--- config.mk ---
export PLATFORM = sky130hd
export DESIGN_NAME = solo_squash_input_cond
export DESIGN_NICKNAME = d
export VERILOG_FILES = /design/src/rtl/solo_squash_input_cond_pkg.sv /design/src/rtl/solo_squash_input_cond_debounce_chan.sv /design/src/rtl/solo_squash_input_cond.sv
export SDC_FILE = /design/constraint.sdc
export NUM_CORES = 1
export LEC_CHECK = 0
export CAP_MARGIN = 15
export CORE_ASPECT_RATIO = 0.5
export CORE_MARGIN = 8
export CORE_UTILIZATION = 35
export DETAILED_ROUTE_END_ITERATION = 16
export GPL_TIMING_DRIVEN = 0
export PLACE_DENSITY = 0.61
export SYNTH_ARGS = -nofsm -noshare
export SYNTH_HDL_FRONTEND = slang
export SYNTH_SLANG_ARGS = --single-unit
--- constraint.sdc ---
create_clock -name clk -period 2.5 [get_ports clk]
set_input_delay 0.5 -clock clk [delete_from_list [all_inputs] [get_ports clk]]
set_output_delay 0.5 -clock clk [all_outputs]
set_load 0.05 [all_outputs]
--- src/rtl/solo_squash_input_cond_pkg.sv ---
// Channel indices and default parameter values shared by the input conditioning block.
// Channel 0 is always the external reset button; the down/up keys are the autorepeat candidates.
package solo_squash_input_cond_pkg;

    localparam int CH_EXT_RESET = 0;
    localparam int CH_PAUSE     = 1;
    localparam int CH_NEW_GAME  = 2;
    localparam int CH_DOWN      = 3;
    localparam int CH_UP        = 4;

    localparam int         DEF_N_BTN         = 5;
    localparam int         DEF_SYNC_STAGES   = 2;
    localparam int         DEF_DEB_CYCLES    = 250000;
    localparam int         DEF_CNT_W         = 18;
    localparam logic [4:0] DEF_REPEAT_MASK   = 5'b11000;
    localparam int         DEF_REPEAT_DELAY  = 12500000;
    localparam int         DEF_REPEAT_PERIOD = 2500000;

endpackage

--- src/rtl/solo_squash_input_cond_debounce_chan.sv ---
// Purpose: synchroniser, debounce counter and press/release pulses for one active-low input.
// Latency: SYNC_STAGES+DEB_CYCLES clocks from raw edge to btn_n change; pulses coincide with it.
// Backpressure: none, free-running per channel.
module input_debounce_chan #(
    parameter int SYNC_STAGES = 2,
    parameter int DEB_CYCLES  = 16,
    parameter int CNT_W       = 5
) (
    input  logic clk,
    input  logic rst_n,
    input  logic raw_n,
    output logic btn_n,
    output logic press_pulse,
    output logic rel_pulse
);

    logic [SYNC_STAGES-1:0] sync;
    logic [CNT_W-1:0]       cnt;
    logic                   s;

    assign s = sync[SYNC_STAGES-1];

    always_ff @(posedge clk or negedge rst_n) begin
        if (!rst_n) begin
            sync        <= '1;
            btn_n       <= 1'b1;
            cnt         <= '0;
            press_pulse <= 1'b0;
            rel_pulse   <= 1'b0;
        end else begin
            sync        <= {sync[SYNC_STAGES-2:0], raw_n};
            press_pulse <= 1'b0;
            rel_pulse   <= 1'b0;
            // Any return to the accepted level restarts the stability window.
            if (s == btn_n) begin
                cnt <= '0;
            end else if (cnt == CNT_W'(DEB_CYCLES - 1)) begin
                btn_n       <= s;
                cnt         <= '0;
                press_pulse <= ~s;
                rel_pulse   <= s;
            end else begin
                cnt <= cnt + 1'b1;
            end
        end
    end

endmodule

--- src/rtl/solo_squash_input_cond.sv ---
// Purpose: conditions raw active-low pads (sync, debounce, pulses, settle gate, clean design_reset); INPUT_COND_AUTOREPEAT_EN adds key autorepeat.
// Latency: SYNC_STAGES+DEB_CYCLES clocks per edge; design_reset asserts in 1 clock, releases 2 clocks after request drops.
// Backpressure: none; outputs are level/pulse signals with no handshake.
module solo_squash_input_cond
    import solo_squash_input_cond_pkg::*;
#(
    parameter int                 N_BTN         = DEF_N_BTN,
    parameter int                 SYNC_STAGES   = DEF_SYNC_STAGES,
    parameter int                 DEB_CYCLES    = DEF_DEB_CYCLES,
    parameter int                 CNT_W         = DEF_CNT_W,
    parameter logic [N_BTN-1:0]   REPEAT_MASK   = N_BTN'(DEF_REPEAT_MASK),
    parameter int                 REPEAT_DELAY  = DEF_REPEAT_DELAY,
    parameter int                 REPEAT_PERIOD = DEF_REPEAT_PERIOD
) (
    input  logic             clk,
    input  logic             rst_n,
    input  logic             sys_rst,
    input  logic [N_BTN-1:0] raw_n,
    output logic [N_BTN-1:0] btn_n,
    output logic [N_BTN-1:0] btn_press,
    output logic [N_BTN-1:0] btn_release,
    output logic             inputs_valid,
    output logic             design_reset
);

    localparam int SETTLE   = SYNC_STAGES + DEB_CYCLES;
    localparam int SETTLE_W = $clog2(SETTLE + 1);

    logic [N_BTN-1:0]    chan_press;
    logic [N_BTN-1:0]    chan_rel;
    logic [N_BTN-1:0]    press_all;
    logic [SETTLE_W-1:0] settle_cnt;
    logic [1:0]          rst_sh;
    logic                req;

    for (genvar i = 0; i < N_BTN; i++) begin : g_chan
        input_debounce_chan #(
            .SYNC_STAGES (SYNC_STAGES),
            .DEB_CYCLES  (DEB_CYCLES),
            .CNT_W       (CNT_W)
        ) u_chan (
            .clk         (clk),
            .rst_n       (rst_n),
            .raw_n       (raw_n[i]),
            .btn_n       (btn_n[i]),
            .press_pulse (chan_press[i]),
            .rel_pulse   (chan_rel[i])
        );
    end

    // Settle window covers the worst-case time for pad levels to propagate through debounce.
    always_ff @(posedge clk or negedge rst_n) begin
        if (!rst_n) begin
            settle_cnt   <= '0;
            inputs_valid <= 1'b0;
        end else if (!inputs_valid) begin
            settle_cnt <= settle_cnt + 1'b1;
            if (settle_cnt == SETTLE_W'(SETTLE - 1)) begin
                inputs_valid <= 1'b1;
            end
        end
    end

    assign req = sys_rst | ~btn_n[CH_EXT_RESET] | ~inputs_valid;

    // A request loads both stages so even a one-cycle request holds reset for two clocks.
    always_ff @(posedge clk or negedge rst_n) begin
        if (!rst_n) begin
            rst_sh <= 2'b11;
        end else if (req) begin
            rst_sh <= 2'b11;
        end else begin
            rst_sh <= {rst_sh[0], 1'b0};
        end
    end

    assign design_reset = rst_sh[1];

`ifdef INPUT_COND_AUTOREPEAT_EN
    localparam int RPT_MAX = (REPEAT_DELAY > REPEAT_PERIOD) ? REPEAT_DELAY : REPEAT_PERIOD;
    localparam int RPT_W   = $clog2(RPT_MAX + 1);

    logic [N_BTN-1:0] rpt;

    for (genvar i = 0; i < N_BTN; i++) begin : g_rpt
        if (REPEAT_MASK[i]) begin : g_on
            logic [RPT_W-1:0] rcnt;
            logic             first;
            logic             rpt_q;

            always_ff @(posedge clk or negedge rst_n) begin
                if (!rst_n) begin
                    rcnt  <= '0;
                    first <= 1'b1;
                    rpt_q <= 1'b0;
                end else begin
                    rpt_q <= 1'b0;
                    if (btn_n[i]) begin
                        rcnt  <= '0;
                        first <= 1'b1;
                    end else if (rcnt == (first ? RPT_W'(REPEAT_DELAY - 1)
                                                : RPT_W'(REPEAT_PERIOD - 1))) begin
                        rcnt  <= '0;
                        first <= 1'b0;
                        rpt_q <= 1'b1;
                    end else begin
                        rcnt <= rcnt + 1'b1;
                    end
                end
            end

            assign rpt[i] = rpt_q;
        end else begin : g_off
            assign rpt[i] = 1'b0;
        end
    end

    // A repeat landing on the release edge is dropped.
    assign press_all = chan_press | (rpt & ~btn_n);
`else
    assign press_all = chan_press;
`endif

    assign btn_press   = press_all & {N_BTN{inputs_valid}};
    assign btn_release = chan_rel  & {N_BTN{inputs_valid}};

endmodule

==> results.txt <==
outcome: complete, no violations
endpoint type of the worst setup path: output pin
CTS tree: yes
Clk pwr share: 0.515
Core ar.: 17570 um^2
fin area: 7478 um^2
Max-Cap Viols: 0
post-synthesis register bit count: 136
initial antenna violation count: 0
Cell Int Power: 3.852 mW
adder-cell area share of the yosys netlist: 0.01381
first-pass GRT wire length: 20.86 mm
multi-input logic area: 2795 um^2
Max rail drop VDD: 525.1 uV
starting density of the core: 0.3611
H-tree depth: 4
num rows: 34
gr usage total: 0.1103
Post-Syn Instances: 594
CP startpoint kind: flip-flop
sw frac: 0.2198
Max Slew Vio Count: 0
TNS Setup: 0 ps
Die Y: 111.2 um
Worst EP required: 2000 ps
CTS Root Cell: clkbuf_16
warnings from Yosys: 0
layout cell share with drive strength beyond 1: 0.1306
most common flop cell mapped by yosys: dfrtp_1
slew margin rel.: 0.5865
layout filler cell count: 1685
Synth Area in Compound Gates: 0.03156
final worst clock skew: 8.601 ps
Comb pwr share: 0.026
Layout area overhead: 17.89%
largest net degree at the start of global routing: 71
number of hold violations in the final report: 0
# setup viols final: 0
CTS clk-pin slew, worst paths: 60 ps
LEAKAGE: 3.021 nW
sequential share of the synthesized area: 0.5398
Least-Margin Pin Slew: 616.1 ps
# port buffers: 24
sequential cell area: 3425 um^2
R2R Path Start: g_chan[1].u_chan.cnt[0]
Net Switching: 1.085 mW
Post-synth ARST share: 1.000
Placed Area: 6905 um^2
total wire length: 11.88 mm
total gr overflow: 0
postcts setup bufs: 0
period utilization: 0.9603
number of synthesized flops with an enable pin: 0
critical path class: reg -> out
GP Congestion: 0.7712
wire per inst: 13.43 um
Synth Area in XOR/XNOR: 0.1243
commonest non-fill, non-tap cell in the layout: dfrtp_1
Syn Nets: 609
CTS buffer count: 17
Final #Nets: 653
Initial DRC Count: 273
Reg power frac: 0.459
Pwr Density: 660.2 nW/um^2
hold_ws: 80.22 ps
CTS sink count: 136
DRC errors left: 0
Die Area: 22950 um^2
unrepaired setup endpoints after global routing: no
Fmax: 416.5 MHz
commonest cells after routing, fill and taps aside: dfrtp_1, nor2_1, xnor2_1
peak fanout along the critical path: 9
later-pin clock latency in the skew report: 410 ps
Avg Cell Area, Syn: 10.68 um^2
num ports: 25
Inst Count DP: 853
Arr. time, crit path: 1900 ps
DP HPWL: 8.020 mm
post-route non-filler standard cell count: 885
area of the mapped netlist: 6344 um^2
First-pass DRT Iterations: 4
vias per cell: 4.962
HP Class: in -> async
Critical path origin: inputs_valid
Ant. Diodes: 0
largest family of logic cells by synthesized area: simple AND/OR/NAND/NOR gates
Synth Area in Simple Gates: 0.2600
Synth cell types: 45
routed via count: 4391
number of global-route vias before repair: 4331
clock buffer depth: 2
crit path time final: 2401 ps
die width: 206.4 um
antenna-violating nets left: 0
mux contribution to synthesized area: 0.01105
==> critical path: stages (launching register included) <==
cell	delay, ps
dfrtp_1	510
and2_1	180
clkdlybuf4s50_1	800
==> cells in the mapped netlist (8+ instances only) <==
| library cell | instances | share of area |
|---|---|---|
| dfrtp_1 | 119 | 0.47 |
| or3_1 | 12 | 0.012 |
| o21ai_0 | 8 | 0.0063 |
| and2_1 | 13 | 0.013 |
| xnor2_1 | 59 | 0.081 |
| nand3_1 | 32 | 0.025 |
| nor2_1 | 85 | 0.050 |
| nand2_1 | 24 | 0.014 |
| clkbuf_1 | 8 | 0.0047 |
| nor3_1 | 13 | 0.010 |
| dfstp_2 | 17 | 0.070 |
| a21oi_1 | 10 | 0.0079 |
| and3_1 | 16 | 0.016 |
| nand4_1 | 34 | 0.034 |
| nor4_1 | 20 | 0.020 |
| inv_1 | 11 | 0.0065 |
| and4_1 | 9 | 0.012 |
| nor3b_1 | 12 | 0.014 |
| xor2_1 | 31 | 0.043 |
==> state kept, by name, summed over array words and instances, names as in the netlist <==
name                       cells
g_chan.u_chan.press_pulse      5
settle_cnt                    18
g_chan.u_chan.rel_pulse        5
rst_sh                         2
g_chan.u_chan.btn_n            5
inputs_valid                   1
g_chan.u_chan.sync            10
g_chan.u_chan.cnt             90
==> metal layers <==
metal	vias up	GRT usage	wire length, um
li1	2181	-	-
met4	0	0.04721	164
met3	11	0.02859	290
met2	42	0.1724	5547
met1	2157	0.1422	5881
met5	-	0	0
==> worst paths after layout <==
check                                            to  slack, ps  cells past startpoint
max in group asynchronous    g_chan[3].u_chan.btn_n       1610                      2
hold reg to reg            g_chan[1].u_chan.sync[1]        360                      0
min in group clk           g_chan[1].u_chan.sync[1]        360                      0
setup reg to reg           g_chan[1].u_chan.cnt[11]        270                      5
hold / removal              g_chan[2].u_chan.cnt[3]         80                      1
setup / recovery                     btn_release[4]        100                      2
==> logic make-up after synthesis <==
family | count (synthesis)
XOR/XNOR | 90
AO/OA/AOI/OAI | 29
AND/OR/NAND/NOR | 299
buffers and inverters | 27
multiplexers | 6
adder cells (fa/ha/maj) | 7
flip-flops | 136
==> through the flow <==
| stage | utilization | power (mW) | worst slack (ps) |
|---|---|---|---|
| 6_report | 0.4257 | 4.937 | 99.18 |
| 5_1_grt | 0.4257 | 5.135 | 16.25 |
| 4_1_cts | 0.4275 | 5.014 | 0.04641 |
| 3_5_place_dp | 0.3930 | 2.436 | -105.4 |
| 3_3_place_gp | 0.3914 | 2.427 | -4557 |
| 2_1_floorplan | - | 2.350 | 550.3 |
==> power groups by stage <==
stage / logic, mW / clock network (mW) / registers [mW]
after floorplan: 0.0531 / 0 / 2.30
after global placement: 0.124 / 0 / 2.30
after detailed placement: 0.133 / 0 / 2.30
after CTS: 0.134 / 2.61 / 2.27
after global routing: 0.147 / 2.72 / 2.27
final: 0.127 / 2.54 / 2.27
==> repair_timing <==
action / in CTS / in global routing
setup endpoints to repair: 9 / 7
resized for setup: 19 / 9
hold buffers: 0 / 0
==> cell type report <==
| class | instances | area share |
|---|---|---|
| clock inverters | 14 | 0.02342 |
| plain buffers | 16 | 0.01121 |
| inverters | 11 | 0.005521 |
| repair buffers | 25 | 0.03162 |
| multi-input cells | 431 | 0.3738 |
| clock buffers | 18 | 0.05739 |
| flip-flops and latches | 136 | 0.4579 |
| well taps | 234 | 0.03915 |
No activity file was read; power rests on OpenSTA's default activity.
